$ cat config.mk
export PLATFORM = sky130hd
export DESIGN_NAME = roce_mem_write_gate_flat
export DESIGN_NICKNAME = d
export VERILOG_FILES = /design/src/rtl/roce_dma_pkg.sv /design/src/rtl/roce_mem_write_gate_if.sv /design/src/rtl/roce_mem_write_gate.sv /design/src/flat_wrapper.sv
export SDC_FILE = /design/constraint.sdc
export NUM_CORES = 1
export LEC_CHECK = 0
export CAP_MARGIN = 20
export CORE_AREA = 2 2 552 554
export DETAILED_ROUTE_END_ITERATION = 7
export DIE_AREA = 0 0 554 556
export DONT_BUFFER_PORTS = 1
export HOLD_SLACK_MARGIN = 0.15
export MAX_ROUTING_LAYER = met4
export PLACE_DENSITY = 0.3
export REMOVE_ABC_BUFFERS = 1
export SYNTH_ARGS = -nofsm -noshare
export SYNTH_HDL_FRONTEND = slang
export SYNTH_SLANG_ARGS = --single-unit
$ cat constraint.sdc
create_clock -name net_clk -period 3.2 [get_ports net_clk]
set_clock_uncertainty 0.2 [all_clocks]
set_input_delay 0.64 -clock net_clk [delete_from_list [all_inputs] [get_ports net_clk]]
set_output_delay 0.64 -clock net_clk [all_outputs]
set_load 0.01 [all_outputs]
$ cat src/rtl/roce_dma_pkg.sv
// Shared types and helpers for the RoCE memory-write gate.
//
// Contents:
//   mem_cmd_t   - write command layout: {len[31:0], addr[63:0]} (96 bits)
//   DATA_BYTES  - bytes per data beat (64)
//   CMD_W       - command word width (96)
//   last_keep() - final-beat byte-enable mask derived from the command length
package roce_dma_pkg;

  localparam int unsigned DATA_BYTES = 64;
  localparam int unsigned CMD_W      = 96;

  typedef struct packed {
    logic [31:0] len;
    logic [63:0] addr;
  } mem_cmd_t;

  // A length that is a whole number of beats leaves the final beat fully enabled.
  function automatic logic [DATA_BYTES-1:0] last_keep(input logic [31:0] len);
    logic [DATA_BYTES-1:0] mask;
    if (len[5:0] == 6'd0) begin
      mask = '1;
    end else begin
      mask = (64'd1 << len[5:0]) - 64'd1;
    end
    return mask;
  endfunction

endpackage

$ cat src/rtl/roce_mem_write_gate_if.sv
// Bus bundle around roce_mem_write_gate.
//
// Carries both sides of the gate:
//   s_cmd_*  / s_data_*  - command and data streams from the RoCE stack
//   m_cmd_*  / m_data_*  - command and data streams to the host DMA write channel
// Modports:
//   slave  - the gate itself (consumes s_*, produces m_*)
//   master - the surrounding environment (produces s_*, consumes m_*)
interface roce_mem_write_gate_if
  import roce_dma_pkg::*;
#(
  parameter int unsigned DATA_W = 512,
  parameter int unsigned DEST_W = 4
) ();

  logic                s_cmd_valid;
  logic                s_cmd_ready;
  logic [CMD_W-1:0]    s_cmd_data;
  logic [DEST_W-1:0]   s_cmd_dest;

  logic                s_data_valid;
  logic                s_data_ready;
  logic [DATA_W-1:0]   s_data_data;
  logic [DATA_W/8-1:0] s_data_keep;
  logic                s_data_last;

  logic                m_cmd_valid;
  logic                m_cmd_ready;
  logic [CMD_W-1:0]    m_cmd_data;
  logic [DEST_W-1:0]   m_cmd_dest;

  logic                m_data_valid;
  logic                m_data_ready;
  logic [DATA_W-1:0]   m_data_data;
  logic [DATA_W/8-1:0] m_data_keep;
  logic                m_data_last;
  logic [DEST_W-1:0]   m_data_dest;

  modport slave (
    input  s_cmd_valid, s_cmd_data, s_cmd_dest,
    input  s_data_valid, s_data_data, s_data_keep, s_data_last,
    input  m_cmd_ready, m_data_ready,
    output s_cmd_ready, s_data_ready,
    output m_cmd_valid, m_cmd_data, m_cmd_dest,
    output m_data_valid, m_data_data, m_data_keep, m_data_last, m_data_dest
  );

  modport master (
    output s_cmd_valid, s_cmd_data, s_cmd_dest,
    output s_data_valid, s_data_data, s_data_keep, s_data_last,
    output m_cmd_ready, m_data_ready,
    input  s_cmd_ready, s_data_ready,
    input  m_cmd_valid, m_cmd_data, m_cmd_dest,
    input  m_data_valid, m_data_data, m_data_keep, m_data_last, m_data_dest
  );

endinterface

$ cat src/rtl/roce_mem_write_gate.sv
// RoCE memory-write gate.
//
// Pairs each write command from the RoCE stack with its data beats, issues the
// command to the DMA write channel before any data, forwards exactly
// ceil(len/64) beats with regenerated TLAST / final-beat TKEEP, and reports
// short or long upstream bursts. Long bursts are drained; short bursts are
// terminated early and only reported.
//
// Ports:
//   net_clk    - clock
//   net_reset  - synchronous active-high reset
//   bus        - roce_mem_write_gate_if.slave (s_cmd/s_data in, m_cmd/m_data out)
//   err_short  - 1-cycle pulse: upstream TLAST arrived before the expected beat count
//   err_long   - 1-cycle pulse: expected beat count reached without upstream TLAST
//   cmd_count  - accepted commands, saturating (ROCE_WR_STATS_EN only, else 0)
//   err_count  - short+long errors, saturating (ROCE_WR_STATS_EN only, else 0)
//
// Build option: define ROCE_WR_STATS_EN to include the statistics counters.
module roce_mem_write_gate
  import roce_dma_pkg::*;
#(
  parameter int unsigned DATA_W = 512,
  parameter int unsigned DEST_W = 4
) (
  input  logic                 net_clk,
  input  logic                 net_reset,
  roce_mem_write_gate_if.slave bus,
  output logic                 err_short,
  output logic                 err_long,
  output logic [31:0]          cmd_count,
  output logic [31:0]          err_count
);

  localparam int unsigned KeepW = DATA_W / 8;

  typedef enum logic [1:0] {
    StIdle,
    StCmd,
    StData,
    StDrain
  } state_e;

  state_e             r_state;
  state_e             w_state_next;
  mem_cmd_t           r_cmd;
  mem_cmd_t           w_cmd_next;
  logic [DEST_W-1:0]  r_dest;
  logic [DEST_W-1:0]  w_dest_next;
  logic [26:0]        r_beats_left;
  logic [26:0]        w_beats_next;
  logic               r_err_short;
  logic               r_err_long;
  logic               w_err_short_next;
  logic               w_err_long_next;

  mem_cmd_t           w_s_cmd;
  logic [26:0]        w_beats_init;
  logic               w_final_beat;
  logic               w_beat_xfer;
  logic [KeepW-1:0]   w_final_keep;

  assign w_s_cmd      = mem_cmd_t'(bus.s_cmd_data);
  // 33-bit sum so len up to 2^32-1 rounds up without overflow.
  assign w_beats_init = 27'(({1'b0, w_s_cmd.len} + 33'd63) >> 6);
  assign w_final_beat = (r_beats_left == 27'd1);
  assign w_final_keep = last_keep(r_cmd.len);
  assign w_beat_xfer  = bus.s_data_valid && bus.m_data_ready;

  // Payload and ids are pure passthrough/registered fields.
  assign bus.m_data_data = bus.s_data_data;
  assign bus.m_data_dest = r_dest;
  assign bus.m_cmd_data  = r_cmd;
  assign bus.m_cmd_dest  = r_dest;

  always_ff @(posedge net_clk) begin
    if (net_reset) begin
      r_state      <= StIdle;
      r_cmd        <= '0;
      r_dest       <= '0;
      r_beats_left <= '0;
      r_err_short  <= 1'b0;
      r_err_long   <= 1'b0;
    end else begin
      r_state      <= w_state_next;
      r_cmd        <= w_cmd_next;
      r_dest       <= w_dest_next;
      r_beats_left <= w_beats_next;
      r_err_short  <= w_err_short_next;
      r_err_long   <= w_err_long_next;
    end
  end

  always_comb begin
    w_state_next     = r_state;
    w_cmd_next       = r_cmd;
    w_dest_next      = r_dest;
    w_beats_next     = r_beats_left;
    w_err_short_next = 1'b0;
    w_err_long_next  = 1'b0;

    bus.s_cmd_ready  = 1'b0;
    bus.s_data_ready = 1'b0;
    bus.m_cmd_valid  = 1'b0;
    bus.m_data_valid = 1'b0;
    bus.m_data_last  = 1'b0;
    bus.m_data_keep  = bus.s_data_keep;

    unique case (r_state)
      StIdle: begin
        bus.s_cmd_ready = 1'b1;
        if (bus.s_cmd_valid) begin
          w_cmd_next   = w_s_cmd;
          w_dest_next  = bus.s_cmd_dest;
          w_beats_next = w_beats_init;
          // Zero-length commands are consumed without any downstream traffic.
          if (w_s_cmd.len != 32'd0) begin
            w_state_next = StCmd;
          end
        end
      end

      StCmd: begin
        bus.m_cmd_valid = 1'b1;
        if (bus.m_cmd_ready) begin
          w_state_next = StData;
        end
      end

      StData: begin
        bus.m_data_valid = bus.s_data_valid;
        bus.s_data_ready = bus.m_data_ready;
        bus.m_data_last  = w_final_beat || bus.s_data_last;
        if (w_final_beat) begin
          bus.m_data_keep = w_final_keep;
        end
        if (w_beat_xfer) begin
          w_beats_next = r_beats_left - 27'd1;
          if (w_final_beat) begin
            if (bus.s_data_last) begin
              w_state_next = StIdle;
            end else begin
              w_err_long_next = 1'b1;
              w_state_next    = StDrain;
            end
          end else if (bus.s_data_last) begin
            // Early TLAST: the DMA length stays over-stated; report only.
            w_err_short_next = 1'b1;
            w_state_next     = StIdle;
          end
        end
      end

      StDrain: begin
        bus.s_data_ready = 1'b1;
        if (bus.s_data_valid && bus.s_data_last) begin
          w_state_next = StIdle;
        end
      end

      default: begin
        w_state_next = StIdle;
      end
    endcase

    // Reset wins over the combinational handshakes so an aborted burst
    // leaks nothing during the reset cycle.
    if (net_reset) begin
      bus.s_cmd_ready  = 1'b0;
      bus.s_data_ready = 1'b0;
      bus.m_cmd_valid  = 1'b0;
      bus.m_data_valid = 1'b0;
      bus.m_data_last  = 1'b0;
    end
  end

  assign err_short = r_err_short && !net_reset;
  assign err_long  = r_err_long && !net_reset;

`ifdef ROCE_WR_STATS_EN
  logic [31:0] r_cmd_count;
  logic [31:0] r_err_count;

  always_ff @(posedge net_clk) begin
    if (net_reset) begin
      r_cmd_count <= '0;
      r_err_count <= '0;
    end else begin
      if (bus.s_cmd_valid && bus.s_cmd_ready && (r_cmd_count != '1)) begin
        r_cmd_count <= r_cmd_count + 32'd1;
      end
      if ((r_err_short || r_err_long) && (r_err_count != '1)) begin
        r_err_count <= r_err_count + 32'd1;
      end
    end
  end

  assign cmd_count = r_cmd_count;
  assign err_count = r_err_count;
`else
  assign cmd_count = 32'd0;
  assign err_count = 32'd0;
`endif

endmodule
$ cat src/flat_wrapper.sv
// flat-port wrapper written by rule: the top's interface ports become plain ports
module roce_mem_write_gate_flat import roce_dma_pkg::*;
#(
  parameter int unsigned DATA_W = 512,
  parameter int unsigned DEST_W = 4
)
  (net_clk, net_reset, err_short, err_long, cmd_count, err_count, bus_s_cmd_valid, bus_s_cmd_data, bus_s_cmd_dest, bus_s_data_valid, bus_s_data_data, bus_s_data_keep, bus_s_data_last, bus_m_cmd_ready, bus_m_data_ready, bus_s_cmd_ready, bus_s_data_ready, bus_m_cmd_valid, bus_m_cmd_data, bus_m_cmd_dest, bus_m_data_valid, bus_m_data_data, bus_m_data_keep, bus_m_data_last, bus_m_data_dest);
  roce_mem_write_gate_if #(.DATA_W(DATA_W), .DEST_W(DEST_W)) bus_i ();
  input  logic net_clk;
  input  logic net_reset;
  output logic err_short;
  output logic err_long;
  output logic [31:0] cmd_count;
  output logic [31:0] err_count;
  input wire logic [$bits(bus_i.s_cmd_valid)-1:0] bus_s_cmd_valid;
  input wire logic [$bits(bus_i.s_cmd_data)-1:0] bus_s_cmd_data;
  input wire logic [$bits(bus_i.s_cmd_dest)-1:0] bus_s_cmd_dest;
  input wire logic [$bits(bus_i.s_data_valid)-1:0] bus_s_data_valid;
  input wire logic [$bits(bus_i.s_data_data)-1:0] bus_s_data_data;
  input wire logic [$bits(bus_i.s_data_keep)-1:0] bus_s_data_keep;
  input wire logic [$bits(bus_i.s_data_last)-1:0] bus_s_data_last;
  input wire logic [$bits(bus_i.m_cmd_ready)-1:0] bus_m_cmd_ready;
  input wire logic [$bits(bus_i.m_data_ready)-1:0] bus_m_data_ready;
  output wire logic [$bits(bus_i.s_cmd_ready)-1:0] bus_s_cmd_ready;
  output wire logic [$bits(bus_i.s_data_ready)-1:0] bus_s_data_ready;
  output wire logic [$bits(bus_i.m_cmd_valid)-1:0] bus_m_cmd_valid;
  output wire logic [$bits(bus_i.m_cmd_data)-1:0] bus_m_cmd_data;
  output wire logic [$bits(bus_i.m_cmd_dest)-1:0] bus_m_cmd_dest;
  output wire logic [$bits(bus_i.m_data_valid)-1:0] bus_m_data_valid;
  output wire logic [$bits(bus_i.m_data_data)-1:0] bus_m_data_data;
  output wire logic [$bits(bus_i.m_data_keep)-1:0] bus_m_data_keep;
  output wire logic [$bits(bus_i.m_data_last)-1:0] bus_m_data_last;
  output wire logic [$bits(bus_i.m_data_dest)-1:0] bus_m_data_dest;
  assign bus_i.s_cmd_valid = bus_s_cmd_valid;
  assign bus_i.s_cmd_data = bus_s_cmd_data;
  assign bus_i.s_cmd_dest = bus_s_cmd_dest;
  assign bus_i.s_data_valid = bus_s_data_valid;
  assign bus_i.s_data_data = bus_s_data_data;
  assign bus_i.s_data_keep = bus_s_data_keep;
  assign bus_i.s_data_last = bus_s_data_last;
  assign bus_i.m_cmd_ready = bus_m_cmd_ready;
  assign bus_i.m_data_ready = bus_m_data_ready;
  assign bus_s_cmd_ready = bus_i.s_cmd_ready;
  assign bus_s_data_ready = bus_i.s_data_ready;
  assign bus_m_cmd_valid = bus_i.m_cmd_valid;
  assign bus_m_cmd_data = bus_i.m_cmd_data;
  assign bus_m_cmd_dest = bus_i.m_cmd_dest;
  assign bus_m_data_valid = bus_i.m_data_valid;
  assign bus_m_data_data = bus_i.m_data_data;
  assign bus_m_data_keep = bus_i.m_data_keep;
  assign bus_m_data_last = bus_i.m_data_last;
  assign bus_m_data_dest = bus_i.m_data_dest;
  roce_mem_write_gate #(.DATA_W(DATA_W), .DEST_W(DEST_W)) u_core (.net_clk(net_clk), .net_reset(net_reset), .bus(bus_i), .err_short(err_short), .err_long(err_long), .cmd_count(cmd_count), .err_count(err_count));
endmodule
### After elaboration in Yosys (flattened, before gate mapping)

Cells that the tools add are included.

* memory bits (writable): 0
* latch bits: 0
* bits in read-only memories: 0
* word-level logic and storage cells: 66
* memories kept: 0
* input bits: 683
* register bits after elaboration: 131
* output and inout bits: 751

* multiply operators: 0
* divide/modulo/power cells: 0
* bitwise operators: 3
* muxes and demuxes: 27
* $add $sub $neg: 3
* equality and inequality tests: 10
* shifts and indexed selects: 1
* order comparisons: 0
* reduce and logical (&&, ||, !) cells: 15

Operator list (count)
* 64-bit two-way mux: 3
* 1-bit by 6-bit left shift with 64-bit output, first input constant: 1
* 64-bit by 1-bit subtractor with 64-bit output, second input constant: 1
* 27-bit two-way mux: 2
* 27-bit one-hot mux with 2 select lines: 1
* 32-bit by 6-bit adder with 33-bit output, second input constant: 1
* 32-bit nonzero test: 1
* 27-bit by 1-bit == test with 1-bit output, second input constant: 1
* 27-bit by 1-bit subtractor with 27-bit output, second input constant: 1
* 2-bit two-way mux: 8
* 1-bit two-way mux: 11
* 2-bit one-hot mux with 4 select lines: 1
* 4-bit OR reduction: 2
* 6-bit logical NOT: 1
* 2-bit by 1-bit inequality test with 1-bit output, second input constant: 3
* 6-bit AND reduction: 1
* 2-bit == test, second input constant: 2
* 1-bit logical AND: 4
* 2-bit inequality test, second input constant: 2
* 3-bit by 2-bit inequality test with 1-bit output, second input constant: 1
* 1-bit NOT: 3
* 3-bit AND reduction: 1
* 2-bit by 1-bit == test with 1-bit output, second input constant: 1
* 2-bit logical NOT: 1
* other kinds (5): 5

### Logic depth before layout (Yosys ltp)

Gate-level depths: netlist of the first run.

* depth in word-level cells: 5
* mapped depth: 12
* gate-level depth less buffers: 9

### Least setup slack after synthesis of the first run

Ideal clock, no wire load.

* path type: flip-flop to output port
* from: register u_core.r_cmd (netlist bit u_core.bus.m_cmd_data[67])
* to: output port bus_m_data_keep[12]
* path buffers: 3
* stages on the path, launching flop included: 12
* slack: -422 ps
* required time: 2360 ps
* arrival: 2782 ps
* cells stage by stage: dfxtp_1 -> clkbuf_1 -> or3_1 -> nor3_2 -> clkinv_1 -> clkbuf_1 -> ha_1 -> clkbuf_1 -> nor4_1 -> a21oi_1 -> o211ai_1 -> o21a_1

* longest elaborated chain between the ends: 5
* elaborated cells on any way between the ends: 6
* classes of those cells: add/sub: 1; shift: 1; mux: 3; reduce/logical: 1

RTL lines
* start, declared: RTL line roce_mem_write_gate.sv:45 `mem_cmd_t r_cmd;`
* start signal, assigned: RTL line roce_mem_write_gate.sv:85 `r_cmd <= w_cmd_next;`
* 1-bit by 6-bit left shift with 64-bit output: RTL line roce_dma_pkg.sv:24 `mask = (64'd1 << len[5:0]) - 64'd1;`
* 64-bit by 1-bit subtractor with 64-bit output: RTL line roce_dma_pkg.sv:24
* 64-bit two-way mux (*): RTL line roce_dma_pkg.sv:21 `if (len[5:0] == 6'd0) begin`
* 64-bit two-way mux (*): RTL line roce_mem_write_gate.sv:133 `if (w_final_beat) begin`
* 64-bit two-way mux (*): RTL line roce_mem_write_gate.sv:108 `unique case (r_state)`
* end, declared: RTL line flat_wrapper.sv:31 `output wire logic [$bits(bus_i.m_data_keep)-1:0] bus_m_data_keep;`

Mark *: on every way between the ends. The rest lies on a longest branch, timed or not.

### Worst setup path after layout of the first run

* from: register u_core.r_cmd (netlist bit u_core.bus.m_cmd_data[68])
* to: output port bus_m_data_keep[60]

The elaborated chain is that of the path after synthesis.

==> impl_metrics.ini, run 1 <==
[floorplan]
die-width_um = 554
core_area_mm2 = 0.302
start_util_pct = 4.18
die_area_mm2 = 0.308
num_rows = 202
fp.dieH_um = 556
ioPinCount = 1434

[timing]
fin_setup_tns_ns = -20.63
hold_viol_final = 0
rsz0062_at_grt = true
setup_viol = 64
worstMarginPinSlew_ns = 0.779
hold_ws_ns = 0.201
fin_crit_ns = 3.69
period_share_pct = 115
postLayoutSetupSlackWorst_ns = -0.491
max_slew_margin_pct = 48.1
slew_viol_final = 0
clock.fmax_mhz = 271

[power]
peakVddDrop_mv = 0.410
p_leak_uw = 0.00527
p_per_area_mw_per_mm2 = 350
finalPower_uw = 6420

[critical_path]
arrival_ns = 2.85
critical_path_class = reg2out
r2r-start = u_core.r_state[1]
worstSetupEndpointType = output pin
rrSetupSlack_ns = 0.36
r2r_cells = 8
critPathMaxFanout = 10
cp-startpoint = u_core.bus.m_cmd_data[68]
critPathCapture = bus_m_data_keep[60]
critPathLaunchType = flop
reg2reg_to = u_core.bus.m_cmd_data[92]
worstPathRequired_ns = 2.36

[synth]
yosysWarnings = 0
synth-seq-area-share_pct = 20.8
ys_seq_elements = 131
avgSynthCellArea_um2 = 7.16
synth-edff-count = 0
synth_area_leaders = buf_4 35%, dfxtp_1 21%, nand2_1 8.1%, a21oi_1 5.7%, nor2_1 2.7%
synth_top_area_share_pct = 34.6
synth_area_leader_cell = buf_4
async_flop_share_pct = 0
netlist-cell-type-count = 75
synth_flop_cell = dfxtp_1
syn_area_mm2 = 0.0126
syn_inst = 1762

[routing]
via_per_inst = 2.66
ant_nets = 0
drt_iter0_drc = 1390
wl_um = 387000
vias = 14700
wire_per_inst_um = 70.3
drc_errors = 0
firstDrtPassIters = 7

[clocking]
cts_root_buffer = clkbuf_16
cts_max_path_buffers = 2
clk_latency_ns = 0.50
clock-sinks = 131
cts_buffers = 17
htree_levels = 4
cts_tree = built
path_clk_slew_ns = 0.06

[global_routing]
grt_usage_pct = 25.1
grt_pass1_wl_um = 415000
overflow = 0
grt_pass1_vias = 11800
antenna_found_initial = 29
grt_max_degree = 122

[finish]
layout.cells.most_common_list = 258 x nand2_1, 135 x a21oi_1, 131 x buf_4, 125 x dfxtp_1, 95 x dlygate4sd3_1
layout_commonest_cell = nand2_1
drive_gt1_share_pct = 31.0
area_growth_pct = 45.4
fillers = 35500
nNetsFinal = 2183

[outcome]
status = finished, violations left
failed_checks = negative setup slack

[placement]
pre_cts_ws_ns = -0.522
io_buffers = 0
dp_hpwl_um = 361000
place_congestion = 1.19

[min_path]
min_path_type = in2reg

[run]
drv_cap = 0
[power breakdown]
part           total [uW]  switching, uW  internal [uW]
sequential           1910            160           1750
clock                2250           1060           1190
combinational        2260           1350            911
total                6420           2570           3850
[kinds of logic after synthesis]
logic type,synth area share [%]
mux,2.36
xor+xnor,1.18
simple gates,21.7
other cells,0.0297
compound gates,15.3
buf+inv,38.3
fa+ha+maj,0.297
flops,20.8
[stage by stage]
stage          utilization, %  area, um^2  std cells
6_report                 6.08       18400       5501
5_1_grt                  6.07       18300       5492
3_5_place_dp             4.94       14900       5325
2_1_floorplan               -        8050       1140
4_1_cts                  5.95       18000       5483
3_3_place_gp             4.94       14900       5325
[final cells by class]
type                       instances  area (um^2)  area share, %
antenna                           13         32.5          0.177
clock buffer                      17          425           2.32
clock inverter                    15          191           1.04
inverter                           9         40.0          0.218
multi-input combinational       1000         6400           34.9
sequential                       131         2630           14.3
tap                             3978         4980           27.1
timing repair buffer             338         3650           19.9
[Yosys cell counts (6+ instances only)]
cell      count
o21a_1       12
or3_1         9
nand4_1      11
nor2b_1       6
nand2b_1     16
buf_1        15
xnor2_1      12
o211ai_1     14
nor3b_1      10
nor2_1       92
a31oi_1      38
dfxtp_1     131
nor4_1       32
inv_1         7
mux2i_1      14
buf_4       581
clkbuf_1     71
or2_2        11
a211oi_1     14
mux2_2       14
or4_1         9
buf_2        12
a21oi_1     145
nand2_1     273
o21ai_0      48
nand3_1      25
nor3_1       38
[worst min path at each step]
stage                                          from                         to  slack, ns  cells past startpoint
after global routing             bus_s_cmd_data[67]  u_core.bus.m_cmd_data[67]       0.17                      2
after floorplan              u_core.r_beats_left[1]     u_core.r_beats_left[1]       0.27                      2
after detailed placement  u_core.bus.m_cmd_data[66]  u_core.bus.m_cmd_data[66]       0.28                      2
after CTS                        bus_s_cmd_data[69]  u_core.bus.m_cmd_data[69]       0.15                      2
final                            bus_s_cmd_data[65]  u_core.bus.m_cmd_data[65]       0.20                      2
after global placement      u_core.r_beats_left[26]    u_core.r_beats_left[26]       0.28                      2
[metal layers]
| metal | wire, um | vias to the layer above | global-route usage [%] |
|---|---|---|---|
| met5 | 0 | - | - |
| met1 | 61100 | 6509 | 10.7 |
| met4 | 29000 | 0 | 14.6 |
| met2 | 167000 | 3095 | 37.5 |
| li1 | - | 4794 | - |
| met3 | 129000 | 255 | 38.9 |
[state kept, by name, indices dropped and copies added (netlist names)]
register and cells:
u_core.r_err_short 1, u_core.r_beats_left 27, u_core.bus.m_cmd_data 96, u_core.r_err_long 1, u_core.r_state 2, u_core.bus.m_cmd_dest 4
[worst max-delay path, cell delays in order, from the launching register on]
cell      delay, ns
dfxtp_2        0.32
or3_4          0.41
nor3_4         0.17
clkinv_2       0.12
ha_4           0.20
buf_12         0.15
o21ai_1        0.18
buf_4          0.17
xnor2_1        0.07
nor3_1         0.19
o22a_1         0.25
buf_12         0.13
[what timing repair did]
action | in CTS | in global routing
pin swaps | 36 | 30
gates cloned | 9 | 0
hold buffers | 96 | 0
setup buffers | 33 | 11
hold endpoints to repair | 125 | 0
setup endpoints to repair | 65 | 65
resized for setup | 248 | 85
Note: power is estimated with default switching activity, not from simulation.
==> run 2: changes to the inputs <==
- CORE_AREA: 2 2 552 554 -> 2 2 558 560
- DIE_AREA: 0 0 554 556 -> 0 0 560 562
- clock period: 3.2 -> 4.6 ns (I/O delays scaled with it)
==> impl_metrics.ini, run 2 <==
[outcome]
status = stopped before the end
stop_stage = detailed routing (5_2_route)
firstError = [ERROR DRT-0255] Maze Route cannot find path of net bus_s_data_data[351] in worker of routeBox ( 531300 241500 ) ( 560000 289800 ).

[synth]
syn_area_mm2 = 0.0126
netlist-cell-type-count = 75
synth-edff-count = 0
synth-seq-area-share_pct = 20.8
synth_flop_cell = dfxtp_1
synth_top_cells_by_count = 581 x buf_4, 273 x nand2_1, 145 x a21oi_1
syn_inst = 1762
synth.most_common_cell = buf_4
avgSynthCellArea_um2 = 7.16
async_flop_share_pct = 0
synth_area_leaders = buf_4 35%, dfxtp_1 21%, nand2_1 8.1%, a21oi_1 5.7%, nor2_1 2.7%
yosysWarnings = 0
synth_area_leader_cell = buf_4
ys_seq_elements = 131
synth_top_area_share_pct = 34.6

[placement]
postPlaceCellArea_mm2 = 0.0143
io_buffers = 0
dp_hpwl_um = 359000
pre_cts_ws_ns = 0.558
place_congestion = 1.17

[global_routing]
antenna_found_initial = 48
grt_max_degree = 137
grt_pass1_vias = 10600
overflow = 0
grt_pass1_wl_um = 404000
grt_usage_pct = 23.9

[floorplan]
fp.dieH_um = 562
die-width_um = 560
ioPinCount = 1434
start_util_pct = 4.09
num_rows = 204

[clocking]
cts_root_buffer = clkbuf_16
htree_levels = 4
clock-sinks = 131
cts_buffers = 17
postCtsSetupRepairBufs = 0
cts_max_path_buffers = 2
==> run 2: cell counts after synthesis <==
Identical to the previous run, type by type.
==> run 2: logic make-up after synthesis <==
logic type                 share of synthesized area (%)
buffers and inverters                               38.3
and+or+nand+nor                                     21.7
AOI/OAI and AO/OA                                   15.3
DFF                                                 20.8
muxes                                               2.36
xor gates and xnor gates                            1.18
adders and majority gates                          0.297
other                                             0.0297
==> run 2: repair_timing <==
item,CTS,global route
endpoints found under the setup margin,1,0
gates resized for setup,1,0
hold buffers,0,0
==> run 2: stage by stage <==
step                      instances  utilization, %  hold slack, ns
after floorplan                1140               -           0.265
after CTS                      5395            4.81           0.261
after global routing           5395            4.81           0.256
after detailed placement       5363            4.62           0.262
after global placement         5362            4.61           0.272
==> run 2: metal layers <==
| layer | GRT usage (%) |
|---|---|
| met5 | - |
| met4 | 8.37 |
| met3 | 38.6 |
| met2 | 36.5 |
| met1 | 10.6 |
==> run 3: changes to the inputs <==
- CORE_AREA: 2 2 558 560 -> 2 2 566 568
- DIE_AREA: 0 0 560 562 -> 0 0 568 570
- HOLD_SLACK_MARGIN: 0.15 -> default
- MAX_ROUTING_LAYER: met4 -> default
- PLACE_DENSITY: 0.3 -> default
- PLACE_DENSITY_LB_ADDON: default -> 0.15
==> impl_metrics.ini, run 3 (same netlist as run 1, synthesis figures left out) <==
[finish]
area_growth_pct = 16.9
drive_gt1_share_pct = 13.9
nNetsFinal = 1931
layout.cells.most_common_list = 273 x nand2_1, 143 x a21oi_1, 130 x dfxtp_1, 91 x nor2_1, 72 x buf_4
fillers = 37600
layout_commonest_cell = nand2_1
largest_reg_flops = 96
final_cell_area_mm2 = 0.0148
final_util_pct = 4.65

[clocking]
htree_levels = 4
postCtsHoldBufs = 0
clk_latency_ns = 0.51
cts_tree = built
cts_root_buffer = clkbuf_16
path_clk_slew_ns = 0.08
cts_buffers = 17
clock-sinks = 131
cts_max_path_buffers = 2

[critical_path]
r2r_cells = 6
cp_slowest_cell = or3b_2
worstPathCellList = inv_1 > ha_1 > or3b_2 > nand4b_4 > or2_4 > nand2_1 > o21ai_0 > buf_4
critical_path_class = reg2out
arrival_ns = 3.36
worstSetupEndpointType = output pin
rrSetupSlack_ns = 1.84
critPathLaunchType = flop
critPathMaxFanout = 35
reg2reg_to = u_core.bus.m_cmd_data[17]
cp-startpoint = u_core.r_beats_left[1]
worstPathRequired_ns = 3.48
critPathCapture = bus_m_data_keep[20]
r2r-start = u_core.r_state[1]
critPathMaxStageDelay_ns = 0.51

[timing]
period_share_pct = 97.3
slew_viol_final = 0
rsz0062_at_grt = false
setup_viol = 0
worstMarginPinSlew_ns = 1.06
hold_viol_final = 0
fin_crit_ns = 4.48
clock.fmax_mhz = 223
max_slew_margin_pct = 29.0

[power]
p_seq_share_pct = 34.6
p_per_area_mw_per_mm2 = 263
p_sw_share_pct = 40.6
p_leak_uw = 0.00368
comb_power_share_pct = 26.5
peakVddDrop_mv = 0.218
switching_power_uw = 1580
internal_power_uw = 2310
power_frac_clock_pct = 38.9

[routing]
wl_um = 391000
firstDrtPassIters = 6
ant_nets = 0
drt_iter0_drc = 1812
drc_errors = 0
vias = 13800
via_per_inst = 2.54
wire_per_inst_um = 71.9

[global_routing]
grt_max_degree = 137
antenna_found_initial = 73
grt_pass1_vias = 10800
grt_pass1_wl_um = 418000
overflow = 0
grt_usage_pct = 23.5

[placement]
postPlaceCellArea_mm2 = 0.0141
place_congestion = 1.13
dp_hpwl_um = 366000
io_buffers = 0

[run]
drv_cap = 0

[floorplan]
ioPinCount = 1434
die-width_um = 568
die_area_mm2 = 0.324
start_util_pct = 3.98
core_area_mm2 = 0.317
fp.dieH_um = 570
num_rows = 207

[min_path]
min_path_type = in2reg

[outcome]
status = finished, final reports clean
## run 3: worst min-delay path by stage
stage,from,end,cells after the start
after floorplan,u_core.r_beats_left[1],u_core.r_beats_left[1],2
after global placement,u_core.bus.m_cmd_data[69],u_core.bus.m_cmd_data[69],2
after detailed placement,u_core.bus.m_cmd_data[69],u_core.bus.m_cmd_data[69],2
after CTS,net_reset,u_core.bus.m_cmd_data[60],1
after global routing,net_reset,u_core.bus.m_cmd_data[60],1
final,net_reset,u_core.bus.m_cmd_data[60],1
## run 3: layer usage
| layer | vias up | global-route usage [%] | wire length, um |
|---|---|---|---|
| met2 | 3180 | 36.2 | 169000 |
| li1 | 4265 | - | - |
| met5 | - | 14.4 | 6560 |
| met1 | 6007 | 10.3 | 61700 |
| met4 | 50 | 10.6 | 21800 |
| met3 | 318 | 37.5 | 132000 |
## run 3: layout make-up
class                      count  area, um^2  area share, %
sequential                   131        2630           17.8
antenna                        8        20.0          0.136
clock buffer                  17         425           2.88
multi-input combinational   1000        5440           36.9
clock inverter                15         169           1.14
timing repair buffer          86         807           5.47
tap                         4180        5230           35.4
inverter                       9        33.8          0.229
## run 3: repair_timing
action / in CTS / in global routing
endpoints found under the setup margin: 8 / 1
pin swaps: 0 / 0
setup buffers: 0 / 0
gates resized for setup: 12 / 1
## run 3: stage by stage
step	power [uW]	setup TNS [ns]	setup slack [ns]	hold slack [ns]	instances
6_report	3880	0	0.125	0.260	5446
5_1_grt	4110	0	0.0273	0.214	5438
4_1_cts	4000	0	0.0432	0.203	5438
3_5_place_dp	2400	-0.0947	-0.0947	0.290	5406
3_3_place_gp	2410	-0.131	-0.131	0.288	5406
2_1_floorplan	1930	-400.25	-3.94	0.265	1140
## run 3: power groups by stage
stage | Combinational [uW] | Clock [uW] | Sequential, uW
after floorplan | 571 | 0 | 1360
after global placement | 1030 | 0 | 1380
after detailed placement | 1020 | 0 | 1370
after CTS | 1040 | 1620 | 1350
after global routing | 1110 | 1640 | 1360
final | 1030 | 1510 | 1350
## run 3: critical path: cells and delay by family, from the launching register on
kind | cells | cell delay (ns)
fa+ha+maj | 1 | 0.13
flops | 1 | 0.35
compound gates | 1 | 0.34
simple gates | 4 | 1.58
buf+inv | 2 | 0.36
==> run 4: changes to the inputs <==
- ABC_AREA: default -> 1
- CORE_AREA: 2 2 566 568 -> 2 2 565 567
- DIE_AREA: 0 0 568 570 -> 0 0 567 569
- clock period: 4.6 -> 4.9 ns (I/O delays scaled with it)
==> impl_metrics.ini, run 4 <==
[finish]
final_cell_area_mm2 = 0.0166
layout_commonest_cell = nor2_1
layout.cells.most_common_list = 391 x nor2_1, 353 x nand2_1, 169 x inv_1, 154 x o21ai_0, 127 x dfxtp_1
regArea_mm2 = 0.00263
fin_cells = 6010
area_growth_pct = 17.2
drive_gt1_share_pct = 11.2
largest_reg_flops = 96
nNetsFinal = 2503
fillers = 37700
multiInputGateArea_mm2 = 0.00642

[synth]
avgSynthCellArea_um2 = 6.15
synth_top_cells_by_count = 586 x buf_4, 395 x nor2_1, 354 x nand2_1
async_flop_share_pct = 0
synth-seq-area-share_pct = 18.5
syn_area_mm2 = 0.0141
synth-simple-area-share_pct = 31.3
synth_top_area_share_pct = 31.1
synth_area_leaders = buf_4 31%, dfxtp_1 19%, nor2_1 10%, nand2_1 9.4%, o21ai_0 5.5%
ys_seq_elements = 131
synth_xor_area_share_pct = 1.05
netlist-cell-type-count = 45
synthAdderAreaFrac_pct = 0.265
synth_compound_area_share_pct = 10.5
yosysWarnings = 0
synth_flop_cell = dfxtp_1
syn_inst = 2299
synth_top_family_by_area = buffers and inverters
synth.most_common_cell = buf_4
synth_area_leader_cell = buf_4
synth-edff-count = 0
muxShareOfSynthArea_pct = 0

[critical_path]
critPathMaxStageDelay_ns = 0.47
critPathLaunchType = flop
worstPathRequired_ns = 3.72
worstPathCellList = buf_4 > inv_2 > buf_4 > nor2_4 > buf_4 > nand4_1 > nand2_1 > nor2_1 > nand2_1 > inv_1 > nand2_1 > nand2_1 > a31oi_2 > buf_4 > buf_4
worstSetupEndpointType = output pin
cp_common_cell = buf_4
cp_slowest_cell = dfxtp_1
critical_path_class = reg2out
arrival_ns = 3.50
critPathMaxFanout = 8

[clocking]
cts_max_path_buffers = 2
htree_levels = 4
cts_root_buffer = clkbuf_16
cts_tree = built
cts_buffers = 17
clock-sinks = 131
clk_latency_ns = 0.53
path_clk_slew_ns = 0.07
postCtsHoldBufs = 0

[timing]
period_share_pct = 95.5
rsz0062_at_grt = false
max_slew_margin_pct = 43.5
setup_viol = 0
hold_ws_ns = 0.299
postLayoutSetupSlackWorst_ns = 0.220
clock.fmax_mhz = 214
slew_viol_final = 0
hold_viol_final = 0
worstMarginPinSlew_ns = 0.844
fin_crit_ns = 4.68

[floorplan]
die_area_mm2 = 0.323
die-width_um = 567
fp.dieH_um = 569
ioPinCount = 1434
num_rows = 207
core_area_mm2 = 0.317
start_util_pct = 4.47

[routing]
drc_errors = 0
wire_per_inst_um = 64.7
ant_nets = 0
firstDrtPassIters = 6
wl_um = 389000
vias = 16400
via_per_inst = 2.72
drt_iter0_drc = 1880

[power]
p_per_area_mw_per_mm2 = 393
p_leak_uw = 0.00609
finalPower_uw = 6520
peakVddDrop_mv = 0.299

[global_routing]
grt_max_degree = 58
grt_pass1_wl_um = 421000
antenna_found_initial = 20
grt_pass1_vias = 13300
grt_usage_pct = 23.4
overflow = 0

[run]
drv_cap = 0

[min_path]
min_path_type = reg2reg

[placement]
placed_cells_incl_taps = 5973
place_congestion = 1.15
pre_cts_ws_ns = 0.358
dp_hpwl_um = 366000
io_buffers = 0
postPlaceCellArea_mm2 = 0.0159

[outcome]
status = finished, final reports clean
[run 4: cell count changes after synthesis, moves of 15 or more]
cell / change
nand2_1: +81
o21ai_0: +108
nor2_1: +303
nand3_1: +93
clkbuf_1: -18
nor2_2: +15
nand2b_1: -16
nand4_1: +55
a31oi_1: -24
a21oi_1: -61
inv_1: +163
nor4_1: -21
[run 4: path summary, 6_finish.rpt]
| path | from | end | slack (ns) | cells after the start |
|---|---|---|---|---|
| worst max register to register | u_core.r_state[1] | u_core.r_beats_left[21] | 1.31 | 13 |
| worst max-delay path | u_core.bus.m_cmd_data[66] | bus_m_data_keep[24] | 0.22 | 15 |
| worst min register to register | u_core.r_beats_left[3] | u_core.r_beats_left[3] | 0.30 | 2 |
| worst min-delay path | u_core.r_beats_left[3] | u_core.r_beats_left[3] | 0.30 | 2 |
[run 4: layout make-up]
type                            instances  share of cell area [%]
Antenna cell                            1                  0.0151
Timing Repair Buffer                   99                    6.26
Inverter                              183                    4.16
Clock inverter                         10                   0.604
Tap cell                             4180                    31.5
Clock buffer                           21                    2.84
Sequential cell                       131                    15.9
Multi-Input combinational cell       1385                    38.7
[run 4: through the flow]
step | util, % | setup TNS (ns)
global placement | 5.02 | 0
CTS | 5.21 | 0
finish | 5.23 | 0
global route | 5.23 | 0
detailed placement | 5.02 | 0
floorplan | - | -127.14
[run 4: critical path, delay by kind of cell, from the launching register on]
kind / cells / cell delay, ns
buffers and inverters: 7 / 1.10
AOI/OAI and AO/OA: 1 / 0.36
and+or+nand+nor: 7 / 1.01
DFF: 1 / 0.47
[run 4: cells by family (layout without fill, tap and decap cells)]
logic type	count (synthesis)	after routing
compound gates	281	281
xor+xnor	17	17
fa+ha+maj	3	3
buf+inv	846	313
flops	131	131
other cells	1	65
simple gates	1020	1020
[run 4: where the power goes]
part           switching, uW  internal (uW)  total [uW]
sequential               437           1360        1790
clock                    642            737        1380
combinational           2460            885        3350
total                   3540           2980        6520
[run 4: what timing repair did]
action | CTS | global route
endpoints found under the setup margin | 18 | 14
gates resized for setup | 15 | 4
pin swaps | 2 | 2
setup buffers | 0 | 5
[run 4: routing by layer]
metal	track usage [%]	share of wire, %	vias up
met5	12.9	1.5	-
met2	35.6	43	3056
met3	38.2	34	210
li1	-	-	5736
met4	9.27	4.7	48
met1	10.6	16	7310
